`config.mk`:
```
export PLATFORM = sky130hd
export DESIGN_NAME = mips_fetch_stage_flat
export DESIGN_NICKNAME = d
export VERILOG_FILES = /design/src/rtl/mips_fetch_if.sv /design/src/rtl/mips_fetch_stage.sv /design/src/flat_wrapper.sv
export SDC_FILE = /design/constraint.sdc
export NUM_CORES = 1
export LEC_CHECK = 0
export CORE_ASPECT_RATIO = 2
export CORE_MARGIN = 2
export CORE_UTILIZATION = 45
export CTS_CLUSTER_DIAMETER = 50
export DETAILED_ROUTE_END_ITERATION = 6
export GPL_ROUTABILITY_DRIVEN = 1
export PLACE_DENSITY = 0.9
export SETUP_SLACK_MARGIN = 0.1
export SYNTH_ARGS = -nofsm -noshare
export SYNTH_HDL_FRONTEND = slang
export SYNTH_SLANG_ARGS = --single-unit
```
`constraint.sdc`:
```
create_clock -name clk -period 4.05 [get_ports clk]
set_input_delay 0.81 -clock clk [delete_from_list [all_inputs] [get_ports clk]]
set_output_delay 0.81 -clock clk [all_outputs]
set_load 0.03 [all_outputs]
```
`src/rtl/mips_fetch_if.sv`:
```
// ---------------------------------------------------------------------------
// mips_fetch_if
//   Bundles the fetch stage's decode-side and imem-side signals.
//   master : the fetch stage (drives imem_addr and the d_* outputs)
//   slave  : the surrounding pipeline / memory (drives enable, stall,
//            redirect and imem read data)
//   Signals:
//     en             global pipeline enable; 0 freezes the stage
//     stall          decode hazard stall; 1 = decode not accepting
//     redirect_valid decode resolved a taken branch/jump this cycle
//     redirect_pc    target byte address, bits [1:0] ignored
//     imem_addr      word address to instruction memory
//     imem_rdata     instruction memory data, valid the cycle after imem_addr
//     d_instr        instruction to decode, 0 when !d_valid
//     d_pc           byte address of d_instr
//     d_pc_plus4     d_pc + 4 (mod 2^32)
//     d_valid        d_instr is a real fetched instruction
// ---------------------------------------------------------------------------
interface mips_fetch_if #(
    parameter int unsigned IMEM_AW = 9
) ();
    logic               en;
    logic               stall;
    logic               redirect_valid;
    logic [31:0]        redirect_pc;
    logic [IMEM_AW-1:0] imem_addr;
    logic [31:0]        imem_rdata;
    logic [31:0]        d_instr;
    logic [31:0]        d_pc;
    logic [31:0]        d_pc_plus4;
    logic               d_valid;

    modport master (
        input  en, stall, redirect_valid, redirect_pc, imem_rdata,
        output imem_addr, d_instr, d_pc, d_pc_plus4, d_valid
    );

    modport slave (
        output en, stall, redirect_valid, redirect_pc, imem_rdata,
        input  imem_addr, d_instr, d_pc, d_pc_plus4, d_valid
    );
endinterface

```
`src/rtl/mips_fetch_stage.sv`:
```
// ---------------------------------------------------------------------------
// mips_fetch_stage
//   Instruction-fetch stage of the 5-stage MIPS pipeline. Owns the PC, drives
//   a synchronous (1-cycle latency) instruction memory and presents
//   {instr, pc, pc+4, valid} to decode. Stalls and enable drops are absorbed
//   by a hold register; redirects from decode keep the branch delay slot.
//   Ports:
//     clk      pipeline clock, rising edge
//     rst_n    asynchronous active-low reset
//     io_fetch mips_fetch_if.master (enable/stall/redirect in, imem bus,
//              decode outputs)
// ---------------------------------------------------------------------------
module mips_fetch_stage #(
    parameter logic [31:0] RESET_PC = 32'h0000_0000,
    parameter int unsigned IMEM_AW  = 9
) (
    input  logic          clk,
    input  logic          rst_n,
    mips_fetch_if.master  io_fetch
);

    logic [31:0] r_fetch_pc;
    logic [31:0] r_inflight_pc;
    logic        r_inflight_valid;
    logic [31:0] r_hold_instr;
    logic        r_hold_valid;

    logic        w_freeze;

    assign w_freeze = ~io_fetch.en | io_fetch.stall;

    always_ff @(posedge clk or negedge rst_n) begin
        if (!rst_n) begin
            r_fetch_pc       <= RESET_PC;
            r_inflight_pc    <= RESET_PC;
            r_inflight_valid <= 1'b0;
            r_hold_instr     <= '0;
            r_hold_valid     <= 1'b0;
        end else if (!w_freeze) begin
            r_inflight_pc    <= r_fetch_pc;
            r_inflight_valid <= 1'b1;
            r_hold_valid     <= 1'b0;
            // The instruction after the branch (already addressed) becomes
            // the delay slot; the target is fetched on this edge's successor.
            r_fetch_pc       <= io_fetch.redirect_valid
                              ? (io_fetch.redirect_pc & 32'hFFFF_FFFC)
                              : r_fetch_pc + 32'd4;
        end else if (!r_hold_valid) begin
            // First frozen edge: imem_rdata still belongs to inflight_pc, but
            // the memory re-reads fetch_pc on this edge, so capture it now.
            r_hold_instr     <= io_fetch.imem_rdata;
            r_hold_valid     <= r_inflight_valid;
        end
    end

    assign io_fetch.imem_addr  = r_fetch_pc[IMEM_AW+1:2];
    assign io_fetch.d_valid    = r_hold_valid | r_inflight_valid;
    assign io_fetch.d_instr    = r_hold_valid     ? r_hold_instr :
                                 r_inflight_valid ? io_fetch.imem_rdata : '0;
    assign io_fetch.d_pc       = r_inflight_pc;
    assign io_fetch.d_pc_plus4 = r_inflight_pc + 32'd4;

endmodule

```
`src/flat_wrapper.sv`:
```
// flat-port wrapper written by rule: the top's interface ports become plain ports
module mips_fetch_stage_flat 
#(
    parameter logic [31:0] RESET_PC = 32'h0000_0000,
    parameter int unsigned IMEM_AW  = 9
)
  (clk, rst_n, io_fetch_en, io_fetch_stall, io_fetch_redirect_valid, io_fetch_redirect_pc, io_fetch_imem_rdata, io_fetch_imem_addr, io_fetch_d_instr, io_fetch_d_pc, io_fetch_d_pc_plus4, io_fetch_d_valid);
  mips_fetch_if #(.IMEM_AW(IMEM_AW)) io_fetch_i ();
  input  logic clk;
  input  logic rst_n;
  input wire logic [$bits(io_fetch_i.en)-1:0] io_fetch_en;
  input wire logic [$bits(io_fetch_i.stall)-1:0] io_fetch_stall;
  input wire logic [$bits(io_fetch_i.redirect_valid)-1:0] io_fetch_redirect_valid;
  input wire logic [$bits(io_fetch_i.redirect_pc)-1:0] io_fetch_redirect_pc;
  input wire logic [$bits(io_fetch_i.imem_rdata)-1:0] io_fetch_imem_rdata;
  output wire logic [$bits(io_fetch_i.imem_addr)-1:0] io_fetch_imem_addr;
  output wire logic [$bits(io_fetch_i.d_instr)-1:0] io_fetch_d_instr;
  output wire logic [$bits(io_fetch_i.d_pc)-1:0] io_fetch_d_pc;
  output wire logic [$bits(io_fetch_i.d_pc_plus4)-1:0] io_fetch_d_pc_plus4;
  output wire logic [$bits(io_fetch_i.d_valid)-1:0] io_fetch_d_valid;
  assign io_fetch_i.en = io_fetch_en;
  assign io_fetch_i.stall = io_fetch_stall;
  assign io_fetch_i.redirect_valid = io_fetch_redirect_valid;
  assign io_fetch_i.redirect_pc = io_fetch_redirect_pc;
  assign io_fetch_i.imem_rdata = io_fetch_imem_rdata;
  assign io_fetch_imem_addr = io_fetch_i.imem_addr;
  assign io_fetch_d_instr = io_fetch_i.d_instr;
  assign io_fetch_d_pc = io_fetch_i.d_pc;
  assign io_fetch_d_pc_plus4 = io_fetch_i.d_pc_plus4;
  assign io_fetch_d_valid = io_fetch_i.d_valid;
  mips_fetch_stage #(.RESET_PC(RESET_PC), .IMEM_AW(IMEM_AW)) u_core (.clk(clk), .rst_n(rst_n), .io_fetch(io_fetch_i));
endmodule
```
Word level (Yosys, flattened, before mapping)

Index checks and enable logic that the tools add are counted.

Register bits after elaboration: 98
Bits in latches: 0
RAM bits: 0
Bits in read-only memories: 0
Input bits: 69
Output and inout bits: 106
Memories: 0

$add $sub $neg: 2
Multipliers: 0
Divide/modulo/power cells: 0
Magnitude comparators: 0
Equality and inequality tests: 0
Shift-type cells: 0
Multiplexer cells: 5
Bitwise logic cells: 4
Reductions and logical operators: 1

Operator list:

| operator              | number |
|---|---|
| $mux 32               | 3 |
| $add 32x3->32 const B | 2 |
| $mux 1                | 2 |
| $not 1->1             | 2 |
| $or 1x1->1            | 2 |
| $reduce_and 2->1      | 1 |

Depth between registers and ports, before layout

Gate-level depths: netlist of run 1.

Word-level depth: 3
Mapped depth: 6

Worst setup path before layout of run 1

No wires, ideal clock.

Path kind: register to output
From: register u_core.r_inflight_pc[12], in the netlist u_core.io_fetch.d_pc[12]
To: output io_fetch_d_pc_plus4[22]
Arrival: 2084 ps
Required time: 3240 ps
Path slack: 1156 ps
Stages on the path, launching flop included: 7
Path buffers: 1
Path through: dfrtp_1 nand4_1 nor4_1 and3_1 buf_2 nand4_1 xnor2_1

Longest elaborated chain between the ends: 1

RTL lines:

| element                  | line                   | RTL |
|---|---|---|
| start: declaration       | mips_fetch_stage.sv:23 | `logic [31:0] r_inflight_pc;` |
| start signal: assignment | mips_fetch_stage.sv:40 | `r_inflight_pc <= r_fetch_pc;` |
| $add 32x3->32            | mips_fetch_stage.sv:61 | `assign io_fetch.d_pc_plus4 = r_inflight_pc + 32'd4;` |
| end: declaration         | flat_wrapper.sv:19     | `output wire logic [$bits(io_fetch_i.d_pc_plus4)-1:0] io_fetch_d_pc_plus4;` |

Every way passes these cells.

Worst setup path after layout of run 1

From: register u_core.r_inflight_pc[12], in the netlist u_core.io_fetch.d_pc[12]
To: output io_fetch_d_pc_plus4[26]

The elaborated chain is that of the path after synthesis.

==> results of run 1 <==
flip-flops by register name, summed over array words and instances, names as in the netlist:
name and flops:
u_core.io_fetch.d_pc 30, u_core.r_hold_instr 32, u_core.r_fetch_pc 30, u_core.r_hold_valid 1
u_core.r_inflight_valid 1
layout by cell type (no fill, tap or decap), types with 3 or more instances in the layout:
cell type | Yosys | routed
clkdlybuf4s50_1 | 0 | 167
nand2_1 | 96 | 96
dfrtp_1 | 94 | 94
mux2_2 | 32 | 32
a22o_1 | 31 | 31
nand3_1 | 28 | 28
nor2_1 | 25 | 24
o21ai_0 | 24 | 24
a21oi_1 | 24 | 24
xnor2_1 | 19 | 19
and3_1 | 14 | 14
inv_1 | 13 | 13
buf_4 | 13 | 11
nand4_1 | 10 | 10
xor2_1 | 9 | 9
clkbuf_16 | 0 | 9
o22ai_1 | 7 | 7
nor3_1 | 6 | 6
and4_1 | 5 | 5
and2_1 | 4 | 4
o21ai_1 | 4 | 4
a22oi_1 | 4 | 4
conb_1 | 1 | 4
clkinvlp_4 | 0 | 4
a211oi_1 | 3 | 3
o32ai_1 | 3 | 3
o22a_1 | 3 | 3
worst max-delay path, cell delays in order (launching register included):
cell             delay [ps]
dfrtp_1                 470
nand4_1                 160
nor4_1                  340
buf_4                   200
and3_1                  360
nand3_1                 140
xnor2_1                 170
clkdlybuf4s50_1         700
synthesized netlist by cell type, types with 5 or more instances:
cell / number / area share, %
nand2_1: 96 / 6.9
dfrtp_1: 94 / 45
mux2_2: 32 / 6.9
a22o_1: 31 / 5.2
nand3_1: 28 / 2.7
clkbuf_1: 27 / 1.9
nor2_1: 25 / 1.8
a21oi_1: 24 / 2.3
o21ai_0: 24 / 2.3
xnor2_1: 19 / 3.2
and3_1: 14 / 1.7
buf_4: 13 / 1.9
inv_1: 13 / 0.94
nand4_1: 10 / 1.2
xor2_1: 9 / 1.5
o22ai_1: 7 / 0.84
nor3_1: 6 / 0.58
and4_1: 5 / 0.84
worst paths after layout:
kind,cells past startpoint,slack (ps),start,end
min in group asynchronous,1,620,rst_n,u_core.r_fetch_pc[7]$_DFFE_PN0P_
max reg2reg,6,1860,u_core.r_fetch_pc[2]$_DFFE_PN0P_,u_core.r_fetch_pc[16]$_DFFE_PN0P_
min reg2reg,1,510,u_core.r_hold_instr[6]$_DFFE_PN0P_,u_core.r_hold_instr[6]$_DFFE_PN0P_
max,7,370,u_core.io_fetch.d_pc[12]$_DFFE_PN0P_,io_fetch_d_pc_plus4[26]
min,1,510,u_core.r_hold_instr[6]$_DFFE_PN0P_,u_core.r_hold_instr[6]$_DFFE_PN0P_
max in group asynchronous,2,2550,rst_n,u_core.r_hold_instr[1]$_DFFE_PN0P_
routing by layer:
| metal | vias up | global-route usage [%] | wire [um] |
|---|---|---|---|
| met5 | - | 0 | 0 |
| met4 | 0 | 14.77 | 752 |
| met3 | 50 | 3.819 | 871 |
| met2 | 239 | 44.44 | 8204 |
| met1 | 2369 | 25.17 | 5344 |
| li1 | 2264 | - | - |
cells by family after synthesis:
kind of cell / count (synthesis) / synth area share, %
AND/OR/NAND/NOR: 209 / 20.09
AO/OA/AOI/OAI: 126 / 16.84
flip-flops: 94 / 45.24
buffers and inverters: 59 / 5.245
multiplexers: 34 / 7.315
XOR/XNOR: 28 / 4.716
adder cells (fa/ha/maj): 2 / 0.4812
other: 1 / 0.07212
power by group:
group / switching (W) / internal, W
clock: 0.000345 / 0.000479
combinational: 0.000759 / 0.000605
sequential: 0.000207 / 0.00111
total: 0.00131 / 0.00220
area by class of cell:
type	instances	area [um2]
fill	903	4055
clock buffer	11	232.7
clock inverter	5	60.06
timing repair buffer	178	1754
tap	142	177.7
sequential	94	2352
inverter	14	52.55
multi-input combinational	403	2601
stage by stage:
stage,total power [W],area (um2),setup WS (ps),hold WS [ps]
2_1_floorplan,0.002105,5211,1156,453.8
3_3_place_gp,0.002652,6938,810.6,487.1
3_5_place_dp,0.002700,6938,710.2,493.3
4_1_cts,0.003537,7231,312.4,511.3
5_1_grt,0.003671,7231,134.6,524.0
6_report,0.003510,7231,374.3,507.7
==> out/results.txt, run 1 <==
Run status: complete, no violations
Resize count post-CTS: 0
Clk sinks: 94
GRT Total Usage: 24.33%
Final Skew: 8.589 ps
Final weighted congestion in routability-driven placement: 0.9335
WP data required: 3240 ps
Synthesized instance count: 553
Num CTS Buffers: 9
CTS clk-pin slew, worst paths: 60 ps
Die area: 12480 um2
Vias: 4922
Post-layout net count: 771
Iteration-0 DRC Markers: 254
Max Cap Viol: 0
Share of cells above drive strength 1: 10.07%
Ys async rst share: 100.0%
Max H-tree Level: 3
PortBufs: 168
Setup TNS: 0 ps
Final Util: 64.07%
Worst vdd ir: 245.8 uV
Fmax: 272.1 MHz
DRT antenna net count: 0
Antenna cell count: 0
Cell variety after synth: 62
Initial Utilization: 46.08%
DIE HEIGHT: 156.0 um
Final period utilization: 90.76%
Pwr Density: 485.4 nW/um2
Hold Crit Class: flop to flop
Core footprint: 11290 um2
Total gr overflow: 0
Post-detailed-route wirelength per cell: 17.91 um
Largest net degree at the start of global routing: 81
CP Launch Type: flop
Placed Instances: 831
Pin slew with the least headroom to its limit: 1040 ps
Hpwl dp: 11480 um
I/O pin cnt: 175
Register area share after synthesis: 45.24%
Deepest clock path buffer count: 2
Hold_buf cts: 0
CP endpoint kind: output port
Vias in the first global route: 4968
Hold Vio Cnt, Final: 0
Synth Cell Area: 5200 um2
Row count: 55
Relative slew slack: 30.63%
Pleak: 2.991 nW
Data arrival, critical path: 2870 ps
DRT Wirelength: 15170 um
Area delta synth->final: 39.05%
Syn avg cell area: 9.403 um2
Unrepaired setup endpoints after global routing: false
Root buffer cell: clkbuf_16
Post-synth EDFFs: 0
First-pass GRT wire length: 24010 um
Postcts setup bufs: 0
Flops & latches, synth: 94
Final setup fails: 0
Vias per inst: 5.811
WS Path Type: flop to output port
CTS tree: done
Slew Viols, Final: 0
Ys flop type: dfrtp_1
Die Width: 80.01 um
Clk Latency, worst-skew pair: 330 ps
Worst-path fanout max: 8
DRC errors left: 0
Antenna violations before repair: 0
Crit path time final: 3676 ps
Drt pass-1 iters: 5
Yosys Warn Count: 0
Final cell count without fillers: 847
No activity file was read; power rests on OpenSTA's default activity.
==> run 2, diff against run 1 <==
Settings changed: SETUP_SLACK_MARGIN 0.1 to default.
==> results of run 2 <==
No change in the layout: final DEF, timing and power equal those of run 1.
==> run 3, diff against run 2 <==
Settings changed: GPL_ROUTABILITY_DRIVEN 1 to 0.
==> out/results.txt, run 3 (same netlist as run 1, synthesis figures left out) <==
Crit path time final: 3741 ps
Clk Latency, worst-skew pair: 340 ps
DRC errors left: 0
Final period utilization: 92.36%
CTS tree: done
Commonest cells after routing, fill and taps aside: clkdlybuf4s50_1, nand2_1, dfrtp_1
Switch Pwr: 0.001323 W
Commonest non-fill, non-tap cell in the layout: clkdlybuf4s50_1
Max Cap Viol: 0
Placed Instances: 831
Clk sinks: 94
Setup TNS: 0 ps
CP Launch Type: flop
Pwr Density: 480.0 nW/um2
Final setup fails: 0
Vias in the first global route: 4985
Reg-to-reg critical path endpoint: u_core.r_fetch_pc[16]$_DFFE_PN0P_
Run status: complete, no violations
Row count: 55
Worst hold start: u_core.r_hold_instr[14]$_DFFE_PN0P_
PortBufs: 168
Post-layout net count: 771
Antenna cell count: 0
DRT Wirelength: 15340 um
DRT antenna net count: 0
Final cell count without fillers: 847
Biggest register: u_core.r_hold_instr
Combinational group share of total power: 39.4%
Resize count post-CTS: 0
Pin slew with the least headroom to its limit: 974.8 ps
I/O pin cnt: 175
Register share of total power: 38.2%
Data arrival, critical path: 2930 ps
GRT Total Usage: 25.16%
Die area: 12480 um2
Deepest clock path buffer count: 2
Fmax: 267.3 MHz
Slew Viols, Final: 0
Max H-tree Level: 3
Worst Path Buf+Inv: 2
Core footprint: 11290 um2
DIE HEIGHT: 156.0 um
Share of cells above drive strength 1: 10.21%
Vias per inst: 5.762
CTS clk-pin slew, worst paths: 60 ps
Hold Vio Cnt, Final: 0
Area delta synth->final: 38.72%
FF-to-FF setup slack: 1780 ps
Post-detailed-route wirelength per cell: 18.11 um
Worst reg2reg path depth: 6
Antenna violations before repair: 0
Worst R2R Start: u_core.r_fetch_pc[2]$_DFFE_PN0P_
Hold_ws: 506.7 ps
Pleak: 2.993 nW
Hpwl dp: 11450 um
Iteration-0 DRC Markers: 295
Die Width: 80.01 um
Total gr overflow: 0
First-pass GRT wire length: 24610 um
Drt pass-1 iters: 6
Final Cell Area: 7213 um2
Root buffer cell: clkbuf_16
CP endpoint kind: output port
Largest net degree at the start of global routing: 78
Max FFs per register: 32
Worst vdd ir: 258.0 uV
Hold Crit Class: flop to flop
WP data required: 3240 ps
Hold Path Depth: 1
Switching share of power: 38.22%
Num CTS Buffers: 9
Initial Utilization: 46.08%
CP top delay family: simple AND/OR/NAND/NOR gates
Worst path max stage delay: 710 ps
Cells along the critical path: nand4_1, nor4_1, buf_4, and3_1, nand3_1, xnor2_1, clkdlybuf4s50_1
Postcts setup bufs: 0
Cell Int Power: 0.002139 W
Post-Place Cell Area: 6938 um2
Vias: 4880
Clock Power Share: 22.4%
Hold_buf cts: 0
Worst-path fanout max: 8
Relative slew slack: 35.01%
Worst path slowest cell: clkdlybuf4s50_1
Final Skew: 6.672 ps
Hold Path End: u_core.r_hold_instr[14]$_DFFE_PN0P_
WS Path Type: flop to output port
Unrepaired setup endpoints after global routing: false
-- run 3: cell count changes in the layout (fill, tap and decap cells not counted) --
cell        change
inv_6           +2
clkinvlp_4      -2
clkinv_4        +1
clkbuf_1        -1
bufinv_16       -1
clkinv_2        +1
-- run 3: layout make-up --
class,instances,area [um2]
Clock inverter,6,46.29
Fill cell,889,4073
Tap cell,142,177.7
Inverter,14,52.55
Timing Repair Buffer,178,1754
Sequential cell,94,2352
Multi-Input combinational cell,403,2601
Clock buffer,10,229.0
-- run 3: worst max-delay path by stage --
stage	end	depth (start not counted)	start	slack, ps
final	io_fetch_d_pc_plus4[30]	7	u_core.io_fetch.d_pc[12]$_DFFE_PN0P_	310
after global routing	io_fetch_d_pc_plus4[30]	7	u_core.io_fetch.d_pc[12]$_DFFE_PN0P_	160
after CTS	io_fetch_d_pc_plus4[30]	7	u_core.io_fetch.d_pc[12]$_DFFE_PN0P_	280
after detailed placement	io_fetch_d_pc_plus4[30]	7	u_core.io_fetch.d_pc[12]$_DFFE_PN0P_	710
after global placement	io_fetch_d_pc_plus4[22]	7	u_core.io_fetch.d_pc[12]$_DFFE_PN0P_	820
after floorplan	io_fetch_d_pc_plus4[22]	6	u_core.io_fetch.d_pc[12]$_DFFE_PN0P_	1160
-- run 3: power groups by stage --
stage	logic (W)	registers, W	clock network, W
5_1_grt	0.00145	0.00135	0.000840
3_5_place_dp	0.00136	0.00133	0
4_1_cts	0.00137	0.00132	0.000796
2_1_floorplan	0.000712	0.00139	0
3_3_place_gp	0.00134	0.00131	0
6_report	0.00136	0.00132	0.000775
-- run 3: layer usage --
| layer | vias up | track usage, % | share of wire, % |
|---|---|---|---|
| li1 | 2276 | - | - |
| met1 | 2315 | 26.19 | 35 |
| met2 | 226 | 44.92 | 54 |
| met3 | 63 | 4.225 | 5.7 |
| met4 | 0 | 16.63 | 5.9 |
| met5 | - | 0 | 0 |
-- run 3: per-stage QoR --
stage	utilization, %	power, W	setup slack (ps)
after floorplan	-	0.002105	1156
final	63.91	0.003463	309.5
after global routing	63.91	0.003639	160.8
after CTS	63.91	0.003482	280.5
after global placement	61.47	0.002651	817.9
after detailed placement	61.47	0.002698	712.8
